===== src/rtl/spart_pkg.sv =====
`default_nettype none
// ============================================================================
//  Module      : spart_pkg
//  Description : Shared types and helpers for the SPART receive/transmit
//                engines: receiver state encoding, baud divisor helper and
//                default oversample ratio.
//  Revision    : 1.0 - initial release
// ============================================================================
package spart_pkg;

    localparam int DEF_OVERSAMPLE = 16;

    typedef enum logic [2:0] {
        IDLE      = 3'd0,
        START     = 3'd1,
        DATA      = 3'd2,
        PARITY    = 3'd3,
        STOP      = 3'd4,
        WAIT_IDLE = 3'd5
    } rx_state_t;

    // Divisor (clk cycles per baud tick) for a clock, baud rate and oversample ratio.
    // Truncates, so 50 MHz / (19200 * 16) gives 162.
    function automatic int unsigned baud_div(input int unsigned clk_hz,
                                             input int unsigned baud,
                                             input int unsigned os);
        if ((baud * os) == 0)
            return 0;
        return clk_hz / (baud * os);
    endfunction

endpackage
`default_nettype wire


===== src/rtl/spart_fifo.sv =====
`default_nettype none
// ============================================================================
//  Module      : spart_fifo
//  Description : Small circular-buffer FIFO with combinational head output.
//                Simultaneous push and pop are both honoured, even when full.
//  Revision    : 1.0 - initial release
// ============================================================================
module spart_fifo #(
    parameter int WIDTH = 8,
    parameter int DEPTH = 4
) (
    input  logic             clk,
    input  logic             rst,
    input  logic             wr_en,
    input  logic [WIDTH-1:0] wr_data,
    input  logic             rd_en,
    output logic [WIDTH-1:0] rd_data,
    output logic             empty,
    output logic             full
);
    localparam int c_aw = $clog2(DEPTH);

    logic [WIDTH-1:0] r_mem [DEPTH];
    logic [c_aw-1:0]  r_wptr;
    logic [c_aw-1:0]  r_rptr;
    logic [c_aw:0]    r_count;
    logic             w_do_rd;
    logic             w_do_wr;

    assign empty   = (r_count == '0);
    assign full    = (r_count == (c_aw+1)'(DEPTH));
    assign w_do_rd = rd_en && !empty;
    // A pop in the same cycle frees the slot, so a push into a full FIFO is legal then.
    assign w_do_wr = wr_en && (!full || w_do_rd);
    assign rd_data = empty ? '0 : r_mem[r_rptr];

    // Storage array; contents are don't-care while empty.
    always_ff @(posedge clk) begin
        if (w_do_wr)
            r_mem[r_wptr] <= wr_data;
    end

    // Pointers wrap naturally because DEPTH is a power of two.
    always_ff @(posedge clk or posedge rst) begin
        if (rst) begin
            r_wptr  <= '0;
            r_rptr  <= '0;
            r_count <= '0;
        end else begin
            if (w_do_wr)
                r_wptr <= r_wptr + c_aw'(1);
            if (w_do_rd)
                r_rptr <= r_rptr + c_aw'(1);
            case ({w_do_wr, w_do_rd})
                2'b10:   r_count <= r_count + (c_aw+1)'(1);
                2'b01:   r_count <= r_count - (c_aw+1)'(1);
                default: r_count <= r_count;
            endcase
        end
    end

endmodule
`default_nettype wire


===== src/rtl/spart_rx.sv =====
`default_nettype none
// ============================================================================
//  Module      : spart_rx
//  Description : Parametrised SPART receive engine. Oversampled start/data/
//                stop deframing (LSB first), receive FIFO, framing and
//                overrun reporting.
//                Optional build macro SPART_RX_PARITY_EN adds a parity bit
//                (parity_odd selects odd parity) and a parity_err pulse.
//  Revision    : 1.0 - initial release
// ============================================================================
module spart_rx
    import spart_pkg::*;
#(
    parameter int DATA_BITS  = 8,
    parameter int OVERSAMPLE = DEF_OVERSAMPLE,
    parameter int DIV_W      = 16,
    parameter int FIFO_DEPTH = 4
) (
    input  logic                 clk,
    input  logic                 rst,
    input  logic                 rxd,
    input  logic [DIV_W-1:0]     divisor,
    input  logic                 rd_en,
`ifdef SPART_RX_PARITY_EN
    input  logic                 parity_odd,
    output logic                 parity_err,
`endif
    output logic [DATA_BITS-1:0] rx_data,
    output logic                 rx_valid,
    output logic                 fifo_full,
    output logic                 overrun,
    output logic                 framing_err,
    output logic                 busy
);
    localparam int c_os_w  = $clog2(OVERSAMPLE);
    localparam int c_bit_w = $clog2(DATA_BITS);
    localparam logic [c_os_w-1:0]  c_os_mid  = c_os_w'(OVERSAMPLE/2 - 1);
    localparam logic [c_os_w-1:0]  c_os_last = c_os_w'(OVERSAMPLE - 1);
    localparam logic [c_bit_w-1:0] c_bit_last = c_bit_w'(DATA_BITS - 1);

    logic [1:0]           r_sync;
    logic                 w_rxd_s;
    logic [DIV_W-1:0]     r_baud_cnt;
    logic [DIV_W-1:0]     w_div_m1;
    logic                 w_tick;
    logic                 w_restart;

    rx_state_t            r_state, w_state_nx;
    logic [c_os_w-1:0]    r_os_cnt, w_os_nx;
    logic [c_bit_w-1:0]   r_bit_cnt, w_bit_nx;
    logic [DATA_BITS-1:0] r_shift, w_shift_nx;
    logic                 w_push;
    logic                 w_ferr;
    logic                 w_pop;
    logic                 w_empty;
    logic                 r_overrun;
    logic                 r_ferr;
`ifdef SPART_RX_PARITY_EN
    logic                 r_par, w_par_nx;
    logic                 w_par_bad;
    logic                 w_perr;
    logic                 r_perr;
`endif

    // Two-flop synchroniser, preset to the idle level.
    always_ff @(posedge clk or posedge rst) begin
        if (rst)
            r_sync <= 2'b11;
        else
            r_sync <= {r_sync[0], rxd};
    end
    assign w_rxd_s = r_sync[1];

    // Baud tick down-counter; restarted on the start edge so ticks align to it.
    assign w_div_m1  = (divisor == '0) ? '0 : divisor - DIV_W'(1);
    assign w_tick    = (r_baud_cnt == '0);
    assign w_restart = (r_state == IDLE) && !w_rxd_s;

    // Tick counter reload/decrement.
    always_ff @(posedge clk or posedge rst) begin
        if (rst)
            r_baud_cnt <= '0;
        else if (w_restart || w_tick)
            r_baud_cnt <= w_div_m1;
        else
            r_baud_cnt <= r_baud_cnt - DIV_W'(1);
    end

`ifdef SPART_RX_PARITY_EN
    // Total ones over data and parity bit must match the selected parity.
    assign w_par_bad = ((^r_shift) ^ r_par) != parity_odd;
`endif

    // Receiver state register and deframing datapath.
    always_ff @(posedge clk or posedge rst) begin
        if (rst) begin
            r_state   <= IDLE;
            r_os_cnt  <= '0;
            r_bit_cnt <= '0;
            r_shift   <= '0;
`ifdef SPART_RX_PARITY_EN
            r_par     <= 1'b0;
`endif
        end else begin
            r_state   <= w_state_nx;
            r_os_cnt  <= w_os_nx;
            r_bit_cnt <= w_bit_nx;
            r_shift   <= w_shift_nx;
`ifdef SPART_RX_PARITY_EN
            r_par     <= w_par_nx;
`endif
        end
    end

    // Next-state logic: mid-bit sampling driven by the oversample tick count.
    always_comb begin
        w_state_nx = r_state;
        w_os_nx    = r_os_cnt;
        w_bit_nx   = r_bit_cnt;
        w_shift_nx = r_shift;
        w_push     = 1'b0;
        w_ferr     = 1'b0;
`ifdef SPART_RX_PARITY_EN
        w_par_nx   = r_par;
        w_perr     = 1'b0;
`endif
        case (r_state)
            IDLE: begin
                if (!w_rxd_s) begin
                    w_state_nx = START;
                    w_os_nx    = '0;
                    w_bit_nx   = '0;
                end
            end
            START: begin
                if (w_tick) begin
                    if (r_os_cnt == c_os_mid) begin
                        w_os_nx    = '0;
                        w_state_nx = w_rxd_s ? IDLE : DATA;
                    end else begin
                        w_os_nx = r_os_cnt + c_os_w'(1);
                    end
                end
            end
            DATA: begin
                if (w_tick) begin
                    if (r_os_cnt == c_os_last) begin
                        w_os_nx    = '0;
                        w_shift_nx = {w_rxd_s, r_shift[DATA_BITS-1:1]};
                        w_bit_nx   = r_bit_cnt + c_bit_w'(1);
                        if (r_bit_cnt == c_bit_last) begin
`ifdef SPART_RX_PARITY_EN
                            w_state_nx = PARITY;
`else
                            w_state_nx = STOP;
`endif
                        end
                    end else begin
                        w_os_nx = r_os_cnt + c_os_w'(1);
                    end
                end
            end
`ifdef SPART_RX_PARITY_EN
            PARITY: begin
                if (w_tick) begin
                    if (r_os_cnt == c_os_last) begin
                        w_os_nx    = '0;
                        w_par_nx   = w_rxd_s;
                        w_state_nx = STOP;
                    end else begin
                        w_os_nx = r_os_cnt + c_os_w'(1);
                    end
                end
            end
`endif
            STOP: begin
                if (w_tick) begin
                    if (r_os_cnt == c_os_last) begin
                        w_os_nx = '0;
`ifdef SPART_RX_PARITY_EN
                        w_perr  = w_par_bad;
`endif
                        if (w_rxd_s) begin
`ifdef SPART_RX_PARITY_EN
                            w_push = !w_par_bad;
`else
                            w_push = 1'b1;
`endif
                            w_state_nx = IDLE;
                        end else begin
                            w_ferr     = 1'b1;
                            w_state_nx = WAIT_IDLE;
                        end
                    end else begin
                        w_os_nx = r_os_cnt + c_os_w'(1);
                    end
                end
            end
            WAIT_IDLE: begin
                if (w_rxd_s)
                    w_state_nx = IDLE;
            end
            default: w_state_nx = IDLE;
        endcase
    end

    spart_fifo #(
        .WIDTH (DATA_BITS),
        .DEPTH (FIFO_DEPTH)
    ) u_fifo (
        .clk     (clk),
        .rst     (rst),
        .wr_en   (w_push),
        .wr_data (r_shift),
        .rd_en   (rd_en),
        .rd_data (rx_data),
        .empty   (w_empty),
        .full    (fifo_full)
    );

    assign rx_valid = !w_empty;
    assign w_pop    = rd_en && !w_empty;

    // Sticky overrun and single-cycle error pulses.
    always_ff @(posedge clk or posedge rst) begin
        if (rst) begin
            r_overrun <= 1'b0;
            r_ferr    <= 1'b0;
`ifdef SPART_RX_PARITY_EN
            r_perr    <= 1'b0;
`endif
        end else begin
            if (w_push && fifo_full && !w_pop)
                r_overrun <= 1'b1;
            else if (rd_en)
                r_overrun <= 1'b0;
            r_ferr <= w_ferr;
`ifdef SPART_RX_PARITY_EN
            r_perr <= w_perr;
`endif
        end
    end

    assign overrun     = r_overrun;
    assign framing_err = r_ferr;
    assign busy        = (r_state != IDLE);
`ifdef SPART_RX_PARITY_EN
    assign parity_err  = r_perr;
`endif

endmodule
`default_nettype wire


===== config.mk =====
export PLATFORM = sky130hd
export DESIGN_NAME = spart_rx
export DESIGN_NICKNAME = d
export VERILOG_FILES = /design/src/rtl/spart_pkg.sv /design/src/rtl/spart_fifo.sv /design/src/rtl/spart_rx.sv
export SDC_FILE = /design/constraint.sdc
export NUM_CORES = 1
export LEC_CHECK = 0
export BUFFER_PORTS_ARGS = -buffer_cell sky130_fd_sc_hd__buf_2
export CORE_MARGIN = 3
export CORE_UTILIZATION = 60
export CTS_CLUSTER_SIZE = 28
export DETAILED_ROUTE_END_ITERATION = 12
export PLACE_DENSITY = 0.86
export SYNTH_ARGS = -nofsm -noshare
export SYNTH_HDL_FRONTEND = slang
export SYNTH_SLANG_ARGS = --single-unit
export TNS_END_PERCENT = 100

===== constraint.sdc =====
create_clock -name clk -period 5.2 [get_ports clk]
set_clock_uncertainty 0.05 [all_clocks]
set_input_delay 0.78 -clock clk [delete_from_list [all_inputs] [get_ports clk]]
set_output_delay 0.78 -clock clk [all_outputs]
set_load 0.03 [all_outputs]

; Word level (Yosys, flattened, before mapping)
; Memory sizes are Yosys's and may differ from the RTL's.
; Cells that the tools add are included.
[word_totals]
input_bits = 20
register_bits = 45
ramBits = 32
word_cells = 103
mem_count = 1
output_inout_bits = 13
[mem_list]
columns = name, depth, width, rd, rd_ports_with_merged_regs, write_ports, line
row1 = u_fifo.r_mem, 4, 8, 1, 0, 1, spart_fifo.sv:23  ; logic [WIDTH-1:0] r_mem [DEPTH];
[classes]
n_eq_ne = 20
add_sub_neg = 8
muxes = 38
reduce_logical = 25
[ops]
columns = operator, n
row1 = 2-to-1 mux 3 bit, 13
row2 = logical NOT 16 bit, 2
row3 = 2-to-1 mux 16 bit, 2
row4 = subtractor 16 x 1 -> 16 bit (second input constant), 2
row5 = 2-to-1 mux 4 bit, 5
row6 = != test 2 bit (second input constant), 9
row7 = one-hot mux 3 bit (5 select lines), 1
row8 = == test 3 bit (second input constant), 4
row9 = 2-to-1 mux 1 bit, 12
row10 = one-hot mux 3 bit (2 select lines), 2
row11 = one-hot mux 4 bit (3 select lines), 1
row12 = AND reduction 9 bit, 1
row13 = 2-to-1 mux 8 bit, 1
row14 = AND reduction 4 bit, 2
row15 = adder 3 x 1 -> 3 bit (second input constant), 2
row16 = logical NOT 3 bit, 2
row17 = nonzero test 2 bit, 3
row18 = nonzero test 3 bit, 2
row19 = logical AND 1 bit, 5
row20 = adder 2 x 1 -> 2 bit (second input constant), 2
row21 = adder 4 x 1 -> 4 bit (second input constant), 1
row22 = == test 4 x 3 -> 1 bit (second input constant), 1
row23 = == test 4 bit (second input constant), 1
row24 = logical NOT 1 bit, 4
row25 = other kinds (10), 11

; Logic depth before layout (Yosys ltp)
[depth]
word_depth = 7
mapped_depth = 11

; Hierarchy
; Synthesis repeated with hierarchy kept, for this count alone.
[unflattened]
hier_cells = 331
area_unflattened_um2 = 3856.2
[modules_own_cells]
columns = module, cells_per_inst, seq_area_each_um2, instances, area_per_inst_um2
row1 = spart_rx, 240, 953.4, 1, 2207.1
row2 = spart_fifo, 91, 1136.1, 1, 1649.1

; Worst setup path after synthesis
; No wires, ideal clock.
[synth_path]
path_kind = reg2reg
start = register r_baud_cnt[0]
end = register u_fifo.r_count[2]
path_stages_with_launch = 11
path_buffers = 0
path_slack_ns = 2.476
setup_time_ns = 0.131
arrival_ns = 2.543
required_time_ns = 5.019
synth_period_minus_slack_ns = 2.724
cell_sequence = dfrtp_1 inv_1 ha_1 nor2b_1 nand3_4 or4_4 nand3_1 fa_1 nand2_1 o211a_1 or3_1
[synth_via]
elab_chain_len = 6
elab_cells_between_ends = 8
classes_between = eq/ne (2) / mux (3) / reduce/logical (3)
[synth_rtl]
columns = element, line
row1 = "start, declared", spart_rx.sv:43  ; logic [DIV_W-1:0] r_baud_cnt;
row2 = "start signal, assigned", spart_rx.sv:84  ; r_baud_cnt <= w_div_m1;
row3 = "start signal, assigned", spart_rx.sv:86  ; r_baud_cnt <= r_baud_cnt - DIV_W'(1);
row4 = logical NOT 16 bit *, spart_rx.sv:76  ; assign w_tick = (r_baud_cnt == '0);
row5 = 2-to-1 mux 1 bit *, spart_rx.sv:177  ; if (w_tick) begin
row6 = 2-to-1 mux 1 bit *, spart_rx.sv:127  ; case (r_state)
row7 = logical AND 1 bit *, spart_fifo.sv:34  ; assign w_do_wr = wr_en && (!full || w_do_rd);
row8 = == test 2 x 1 -> 1 bit / == test 2 bit (equally long branches), spart_fifo.sv:54  ; case ({w_do_wr, w_do_rd})
row9 = one-hot mux 3 bit (2 select lines) / nonzero test 2 bit (equally long branches), --
row10 = "end signal, assigned", spart_fifo.sv:55  ; 2'b10: r_count <= r_count + (c_aw+1)'(1);
row11 = "end signal, assigned", spart_fifo.sv:56  ; 2'b01: r_count <= r_count - (c_aw+1)'(1);
row12 = "end signal, assigned", spart_fifo.sv:57  ; default: r_count <= r_count;
row13 = "end, declared", spart_fifo.sv:26  ; logic [c_aw:0] r_count;
; Mark *: on every way between the ends. The rest lies on a longest branch, timed or not.
; A chain may end at the register's enable or synchronous reset.

; Worst setup path after layout
; Ends and elaborated chain as after synthesis.

==> flow_summary.yaml <==
status:
  status: "finished clean"
sta:
  whs_ps: 309
  max_freq_ghz: 0.341
  slew_viol_final: 0
  period_share: 0.563
  setup_viol: 0
  post-route-min-period_ps: 2930
  maxSlewHeadroom: 0.279
  tightest_slew_ps: 1070
  rsz0062_at_grt: "no"
  final_hold_viol_count: 0
  finalSetupTns_ps: 0
pwr:
  power.switching_mw: 0.514
  fin_total_pwr_mw: 1.58
  seqPwrFrac: 0.517
  p_leak_nw: 1.81
  power.share.clock: 0.289
  ir_drop_mv: 0.203
  combPwrFrac: 0.194
  p_sw_frac: 0.326
  p_int_mw: 1.06
  p_per_area_mw_per_mm2: 355
route:
  vias_per_cell: 5.93
  post_drt_wl_per_cell_um: 15.8
  drtPass1Iterations: 4
  wirelength_um: 7260
  drt-initial-drc-count: 189
  ant_nets: 0
  drc: 0
  vias: 2721
critical_path:
  required_ps: 5380
  worstReg2RegEnd: "u_fifo.r_count[2]"
  ff2ff_setup_slack_ps: 2270
  worstSetupPathType: "reg2reg"
  cp-end-kind: "flop"
  cp-start-kind: "flop"
  arrival_ps: 3110
  worstRegToRegCells: 10
  r2r_start: "r_baud_cnt[0]"
  critPathMaxFanout: 10
global_route:
  overflow: 0
  grt_max_degree: 46
  antenna_found_initial: 0
  grt_first_pass_wirelength_um: 12100
  grtUsageTotal: 0.208
  grt_pass1_vias: 2653
cts:
  clock_latency_ps: 350
  cts_setup_buffers: 0
  cts_sinks: 77
  clk_pin_slew_worst_paths_ps: 80
  cts_tree: "yes"
  postCtsHoldBufs: 0
  ctsResizeCount: 0
  root_buffer: "clkbuf_8"
  cts_buffers: 9
  h-tree-depth: 3
  clk_path_buf_depth: 2
cells_and_area:
  area_growth_pct: 10.5
  final_util: 0.692
  layout.nets: 408
  diodes: 0
  fill_cells: 450
  final_common_cell: "dfrtp_1"
  drive_above_1_share: 0.209
  final_cell_mix: "dfrtp_1 (43), buf_2 (32), edfxtp_1 (32)"
yosys:
  ys_warn_count: 0
  synth_ff_type: "dfrtp_1"
  avgSynthCellArea_sq_um: 11.7
  synth_edf_count: 32
  synthArstFlopShare: 0.584
  syn-instance-count: 344
  synth_cell_types: 54
  ys_seq_area_frac: 0.519
  syn_nets: 375
  synth_seq_cells: 77
  synth_area_sq_mm: 0.00402
placed_design:
  port_buffers: 32
  dp_hpwl_um: 5200
  gp_congestion: 0.865
floorplan:
  start_util: 0.626
  die_area_sq_mm: 0.00772
  fp.dieW_um: 87.9
  dieHeight_um: 87.9
  core.rowCount: 29
  io_pins: 33
  coreArea_sq_mm: 0.00642
min_path:
  holdPathStages: 0
  worstHoldStart: "r_sync[0]"
  holdPathEnd: "r_sync[1]"
  hold_path_class: "reg2reg"
flow_run:
  cap_violations: 0
-- sequential cells by signal, summed over array words and instances (netlist names) --
name,cells
framing_err,1
overrun,1
r_baud_cnt,16
r_bit_cnt,3
r_os_cnt,4
r_shift,8
r_state,3
r_sync,2
u_fifo.r_count,3
u_fifo.r_mem,32
u_fifo.r_rptr,2
u_fifo.r_wptr,2
-- cells in the mapped netlist (all sizes together), types with 2 or more instances --
library cell	count	area, sq um
or3	7	43.8
dfrtp	43	1080
nor3b	2	15.0
nand2b	2	12.5
inv	15	56.3
and3	3	18.8
o21ai	15	75.1
o31ai	3	22.5
a21o	2	15.0
nor3	8	40.0
nand2	21	78.8
o22ai	7	43.8
xor2	14	123
nor2b	2	12.5
a211o	3	26.3
nand3	29	163
nand3b	3	22.5
or4	6	48.8
nand4b	2	17.5
nand4	4	25.0
nor2	17	63.8
clkbuf	10	37.5
edfxtp	32	961
ha	10	125
xnor2	18	158
and2	15	93.8
dfstp	2	52.6
mux4	8	180
a21oi	6	33.8
a32oi	2	17.5
nor4	9	105
mux2	9	101
-- cell families after synthesis --
group,share of synthesized area
AO/OA/AOI/OAI,0.0806
buffers and inverters,0.0243
multiplexers,0.0725
AND/OR/NAND/NOR,0.198
flip-flops,0.519
XOR/XNOR,0.0697
adder cells (fa/ha/maj),0.0361
-- metal layers --
| metal | global-route usage | share of wire | routed length [um] |
|---|---|---|---|
| met1 | 0.264 | 0.43 | 3150 |
| met2 | 0.329 | 0.49 | 3550 |
| met5 | 0 | 0 | 0 |
| met3 | 0.0574 | 0.059 | 425 |
| met4 | 0.106 | 0.019 | 135 |
-- per-stage QoR --
step                      std cells  worst slack (ps)  instance area, sq um
after floorplan                 344              2480                  4020
after global placement          443              2380                  4250
after detailed placement        443              2270                  4250
after CTS                       459              2250                  4440
after global routing            459              2100                  4440
final                           459              2270                  4440
-- final cells by class --
cell class	instances	area, sq um	share of cell area
inverter	15	56.3	0.0127
sequential	77	2090	0.470
clock buffer	10	128	0.0287
tap	77	96.3	0.0217
clock inverter	6	71.3	0.0160
timing repair buffer	33	168	0.0377
multi-input combinational	241	1840	0.413
-- worst max-delay path by stage --
| stage | startpoint | to | slack (ps) |
|---|---|---|---|
| 5_1_grt | r_baud_cnt[0] | u_fifo.r_count[2] | 2100 |
| 6_report | r_baud_cnt[0] | u_fifo.r_count[2] | 2270 |
| 4_1_cts | r_baud_cnt[0] | u_fifo.r_count[2] | 2250 |
| 3_5_place_dp | r_baud_cnt[0] | u_fifo.r_count[2] | 2270 |
| 3_3_place_gp | r_baud_cnt[0] | u_fifo.r_count[2] | 2380 |
| 2_1_floorplan | r_baud_cnt[0] | u_fifo.r_count[2] | 2480 |
-- worst max-delay path, stage by stage, from the launching register on --
cell     delay, ps
dfrtp_1        420
inv_1           70
ha_1           210
nor2b_1        310
nand3_4        170
or4_4          600
nand3_1        120
fa_1           220
nand2_1         80
o211a_1        220
or3_1          330
-- power groups by stage --
| stage | Clock, mW | Sequential (mW) | Combinational, mW |
|---|---|---|---|
| 4_1_cts | 0.465 | 0.813 | 0.311 |
| 6_report | 0.455 | 0.815 | 0.306 |
| 5_1_grt | 0.490 | 0.826 | 0.345 |
| 2_1_floorplan | 0 | 0.773 | 0.277 |
| 3_5_place_dp | 0 | 0.825 | 0.308 |
| 3_3_place_gp | 0 | 0.820 | 0.296 |
No activity file was read; power rests on OpenSTA's default activity.
